File: src/rtl/booth_pkg.sv
// booth_pkg: shared constants and types for the sequential Booth multiplier.
//   BOOTH_WIDTH : default operand width
//   state_t     : controller states (IDLE, RUN, DONE)
//   CNT_W       : step-counter width for the default operand width
package booth_pkg;

  localparam int BOOTH_WIDTH = 8;

  // The counter has to hold the value WIDTH itself, hence WIDTH+1.
  localparam int CNT_W = $clog2(BOOTH_WIDTH + 1);

  typedef enum logic [1:0] {
    IDLE = 2'd0,
    RUN  = 2'd1,
    DONE = 2'd2
  } state_t;

endpackage

File: src/rtl/booth_step.sv
// booth_step: one combinational radix-2 Booth iteration.
//   acc, q, q_1, m          : current partial remainder, multiplier, guard bit
//                             and sign-extended multiplicand
//   acc_next, q_next,
//   q_1_next                : values after the add/sub and arithmetic right shift
module booth_step
  import booth_pkg::*;
#(
  parameter int WIDTH = BOOTH_WIDTH
) (
  input  logic [WIDTH:0]   acc,
  input  logic [WIDTH-1:0] q,
  input  logic             q_1,
  input  logic [WIDTH:0]   m,
  output logic [WIDTH:0]   acc_next,
  output logic [WIDTH-1:0] q_next,
  output logic             q_1_next
);

  logic [WIDTH:0] sum;

  // Pair {q[0], q_1}: 01 adds M, 10 subtracts M, 00/11 leave A unchanged.
  always_comb begin
    sum = acc;
    case ({q[0], q_1})
      2'b01:   sum = acc + m;
      2'b10:   sum = acc - m;
      default: sum = acc;
    endcase
  end

  // Arithmetic shift of {A,Q,q_1}: A's MSB is replicated, A's LSB enters Q.
  assign acc_next = {sum[WIDTH], sum[WIDTH:1]};
  assign q_next   = {sum[0], q[WIDTH-1:1]};
  assign q_1_next = q[0];

endmodule

File: src/rtl/booth_multiplier_seq.sv
// booth_multiplier_seq: sequential radix-2 Booth multiplier, one step per clock.
//   clk, rst_n : clock, asynchronous active-low reset
//   start      : request; accepted on a clk edge while the controller is IDLE
//   a, b       : signed multiplicand / multiplier, captured on acceptance
//   busy       : high from the cycle after acceptance through the done cycle
//   done       : one-cycle pulse, c holds a new product
//   c          : signed 2*WIDTH-bit product, held until the next completion
//   fsm_state  : current controller state (debug observation)
//
// Handshake: start is a level request sampled on each rising edge while the
// controller is IDLE; once taken, start/a/b are ignored until done. Because
// the done cycle already sits in IDLE, a start held high is taken on the edge
// right after done, giving one product every WIDTH+2 cycles.
module booth_multiplier_seq
  import booth_pkg::*;
#(
  parameter int WIDTH = BOOTH_WIDTH
) (
  input  logic               clk,
  input  logic               rst_n,
  input  logic               start,
  input  logic [WIDTH-1:0]   a,
  input  logic [WIDTH-1:0]   b,
  output logic               busy,
  output logic               done,
  output logic [2*WIDTH-1:0] c,
  output state_t             fsm_state
);

  localparam int CW = $clog2(WIDTH + 1);
  localparam logic [CW-1:0] CNT_INIT = CW'(WIDTH);
  localparam logic [CW-1:0] CNT_LAST = CW'(1);

  state_t           state;
  logic [WIDTH:0]   m;      // multiplicand, one extra bit so -M never overflows
  logic [WIDTH:0]   acc;
  logic [WIDTH-1:0] q;
  logic             q_1;
  logic [CW-1:0]    count;

  logic [WIDTH:0]   acc_nxt;
  logic [WIDTH-1:0] q_nxt;
  logic             q_1_nxt;

  booth_step #(.WIDTH(WIDTH)) u_step (
    .acc      (acc),
    .q        (q),
    .q_1      (q_1),
    .m        (m),
    .acc_next (acc_nxt),
    .q_next   (q_nxt),
    .q_1_next (q_1_nxt)
  );

  always_ff @(posedge clk or negedge rst_n) begin
    if (!rst_n) begin
      state <= IDLE;
      m     <= '0;
      acc   <= '0;
      q     <= '0;
      q_1   <= 1'b0;
      count <= '0;
      c     <= '0;
      done  <= 1'b0;
    end else begin
      done <= 1'b0;
      case (state)
        IDLE: begin
          if (start) begin
            m     <= {a[WIDTH-1], a};
            acc   <= '0;
            q     <= b;
            q_1   <= 1'b0;
            count <= CNT_INIT;
            state <= RUN;
          end
        end
        RUN: begin
          acc   <= acc_nxt;
          q     <= q_nxt;
          q_1   <= q_1_nxt;
          count <= count - CNT_LAST;
          // All WIDTH steps always run, zero operands included.
          if (count == CNT_LAST) state <= DONE;
        end
        DONE: begin
          c     <= {acc[WIDTH-1:0], q};
          done  <= 1'b1;
          state <= IDLE;
        end
        default: state <= IDLE;
      endcase
    end
  end

  // The done cycle is already IDLE, so busy folds done in to stay high through it.
  assign busy      = (state != IDLE) || done;
  assign fsm_state = state;

endmodule

File: config.mk
export PLATFORM = sky130hd
export DESIGN_NAME = booth_multiplier_seq
export DESIGN_NICKNAME = d
export VERILOG_FILES = /design/src/rtl/booth_pkg.sv /design/src/rtl/booth_step.sv /design/src/rtl/booth_multiplier_seq.sv
export SDC_FILE = /design/constraint.sdc
export NUM_CORES = 1
export LEC_CHECK = 0
export ABC_AREA = 1
export BUFFER_PORTS_ARGS = -buffer_cell sky130_fd_sc_hd__buf_2
export CORE_ASPECT_RATIO = 0.9
export CORE_MARGIN = 3
export CORE_UTILIZATION = 51
export CTS_CLUSTER_DIAMETER = 120
export DETAILED_ROUTE_END_ITERATION = 12
export HOLD_SLACK_MARGIN = 0.1
export PLACE_DENSITY_LB_ADDON = 0.2
export SETUP_SLACK_MARGIN = 0.3
export SLEW_MARGIN = 40
export SYNTH_ARGS = -nofsm -noshare
export SYNTH_HDL_FRONTEND = slang
export SYNTH_SLANG_ARGS = --single-unit
File: constraint.sdc
create_clock -name clk -period 2.3 [get_ports clk]
set_clock_uncertainty 0.05 [all_clocks]
set_input_delay 0.46 -clock clk [delete_from_list [all_inputs] [get_ports clk]]
set_output_delay 0.46 -clock clk [all_outputs]
set_load 0.005 [all_outputs]
==> results.py <==
metrics = {
    "layout": {
        "post_layout_inst_area_mm2": 0.003328,
        "stdcell_count": 445,
        "drive_above_1_share_pct": 30.79,
        "antenna_cells": 0,
        "mostFrequentLayoutCell": "nand2_1",
        "nets": 411,
        "most-common-layout-cells": "nand2_1 (72), dfrtp_1 (48), inv_1 (47)",
        "synthToLayoutAreaGrowth_pct": 27.33,
    },
    "placed_design": {
        "hpwl_um": 3959,
        "dpl_cell_area_mm2": 0.002918,
        "numPortBuffers": 38,
        "dp_cells": 423,
        "final_replace_weighted_congestion": 0.8597,
    },
    "sta": {
        "final_max_slew_viol_count": 0,
        "final_min_period_over_clock_period_pct": 98.02,
        "clock.fmax_mhz": 443.6,
        "final_period_minus_worst_setup_slack_ps": 2254,
        "finalSetupViolations": 0,
        "slew_headroom_pct": 59.60,
        "finalHoldViolations": 0,
        "grt_setup_unrepaired": "true",
        "worst_slew_pin_slew_ps": 606.0,
    },
    "synth": {
        "synth_xor_area_share_pct": 2.011,
        "synth-seq-area-share_pct": 45.96,
        "post_synth_and_or_nand_nor_area_fraction_pct": 20.97,
        "yosysWarningCount": 0,
        "combinational_family_with_the_most_area_after_synthesis": "simple AND/OR/NAND/NOR gates",
        "syn-mean-instance-area_um2": 8.067,
        "synth_area_mm2": 0.002614,
        "synth_mux_area_share_pct": 0,
        "compound_cell_area_share_of_the_yosys_netlist_pct": 14.12,
        "postSynthCellCount": 324,
        "netlist.top_cell.by_area": "dfrtp_1",
        "synth_fp_nets": 356,
        "ys_ff_latch": 48,
        "post_synth_fa_ha_maj_area_fraction_pct": 6.510,
        "ys_types": 28,
        "synth.area.top_cells": "dfrtp_1 (46%), nand2_1 (11%), inv_1 (8.0%)",
        "synth_largest_type_area_fraction_pct": 45.96,
    },
    "die": {
        "initial_utilization_pct": 53.40,
        "floorplan.die_area_mm2": 0.006021,
        "io-pin-count": 39,
        "fp.coreArea_mm2": 0.004895,
        "dieHeight_um": 73.92,
        "std_cell_rows": 24,
        "die_w_um": 81.46,
    },
    "setup_path": {
        "timing.critical_path.required_ps": 2490,
        "critical_path.reg2reg.startpoint": "m[0]",
        "timing.setup.critical_path_class": "flip-flop to flip-flop",
        "ff2ff_setup_slack_ps": 50,
        "crit_path_max_fanout": 4,
        "critPathCaptureType": "flip-flop",
        "ff2ff_path_depth": 16,
        "startpoint_type": "flip-flop",
        "regToRegEndpoint": "acc[6]",
        "critical_path_arrival_ps": 2450,
    },
    "run_status": {
        "outcome": "finished clean",
    },
    "clocking": {
        "cts-root-to-sink-buffers": 2,
        "clk_transition_reported_paths_ps": 90,
        "cts_tree": "done",
        "postCtsHoldBufs": 0,
        "clkSinkCount": 48,
        "cts_inserted_buffers": 5,
        "cts-root-buf": "clkbuf_8",
        "h_tree_level_count": 2,
        "clock_latency_of_the_later_clocked_register_in_the_worst_skew_pair_ps": 310,
    },
    "detailed_routing": {
        "route.antenna.remaining_nets": 0,
        "post_drt_wl_per_cell_um": 13.64,
        "post_drt_via_cell_ratio": 5.254,
        "total_number_of_vias": 2338,
        "drt-total-wl_um": 6069,
        "starting_drt_drc_count": 177,
        "drt_drc_violations_left": 0,
        "drt_first_pass_iters": 4,
    },
    "grt": {
        "grt_use_total_pct": 21.79,
        "grt_start_max_net_pins": 49,
        "grt_remaining_overflow": 0,
        "grt_antenna_before_repair": 0,
        "grt_first_pass_wirelength_um": 9818,
        "grt_pass1_vias": 2125,
    },
    "hold_path": {
        "worst_hold_path_type": "primary input to async pin",
    },
    "flow_run": {
        "max_cap_violations": 0,
    },
}
## final cells by class
cell class / instances / area, um^2
Fill cell: 392 / 1567
Multi-Input combinational cell: 209 / 1385
Sequential cell: 48 / 1201
Timing Repair Buffer: 56 / 340.3
Inverter: 59 / 224.0
Clock buffer: 6 / 82.58
Tap cell: 65 / 81.33
Clock inverter: 2 / 13.76
## timing repair
item,4_1_cts,5_1_grt
setup buffers,10,4
setup endpoints to repair,6,7
pin swaps,17,26
gates resized for setup,18,34
## worst max path at each step
stage               from      to  slack, ps  depth (start not counted)
floorplan           m[0]  acc[7]        200                         18
global placement    m[0]  acc[7]        110                         18
detailed placement  m[0]  acc[7]        -20                         16
CTS                 m[1]  acc[7]         40                         17
global route        m[0]  acc[6]       -110                         15
finish              m[0]  acc[6]         50                         16
## per-stage QoR
stage	TNS, ps	hold WS [ps]	setup WS [ps]	util [%]
finish	0	187.8	45.60	68.00
global route	-265.1	228.7	-114.1	68.00
CTS	0	211.4	43.73	64.72
detailed placement	-17.54	417.0	-17.54	59.61
global placement	0	409.8	108.0	59.61
floorplan	0	114.4	195.2	-
## critical path, stage by stage (launching register included)
cell	delay [ps]
dfrtp_1	400
inv_2	90
ha_4	140
inv_2	40
nor2_4	90
nand2_2	80
o31ai_4	180
xnor2_1	140
inv_1	90
ha_4	250
nand2_2	80
inv_1	60
a21oi_2	140
nand2_1	70
nand2_1	70
nand3_1	80
a21boi_1	140
## Yosys cell counts
cell type and count:
nand2_1 80, inv_1 56, dfrtp_1 48, o21ai_0 26, nand3_1 19, ha_1 12, nor2_1 12, a21oi_1 11
o21ai_1 10, a22oi_1 9, buf_2 5, nand4_1 4, xor2_1 4, a21boi_1 3, inv_2 3, o22ai_1 3
or2_2 3, buf_6 2, nand2_2 2, nor2_4 2, o221ai_1 2, xnor2_1 2, clkbuf_1 1, fa_1 1
nand3_4 1, nor3_1 1, o31ai_1 1, or3_1 1
## layer usage
metal | part of all wire [%] | vias up | wire length (um) | track usage (%)
met2 | 44 | 78 | 2693 | 31.46
met5 | 0 | - | 0 | 0
met4 | 2.6 | 0 | 155 | 9.944
met3 | 5.8 | 14 | 352 | 5.882
met1 | 47 | 1093 | 2868 | 30.61
li1 | - | 1153 | - | -
## logic make-up (layout without fill, tap and decap cells)
logic type,count (synthesis),in the layout
simple gates,125,125
buf+inv,67,123
compound gates,65,65
flops,48,48
xor+xnor,6,6
fa+ha+maj,13,13
## registers in the layout, summed over array words and instances, names as in the netlist
register and cells:
q_1 1, c 16, q 8, fsm_state 2, m 8, acc 8
done 1, count 4
Power is left out: the tool's default activity adds up to more than one toggle a clock period on the data nets, which glitch-free logic cannot reach.
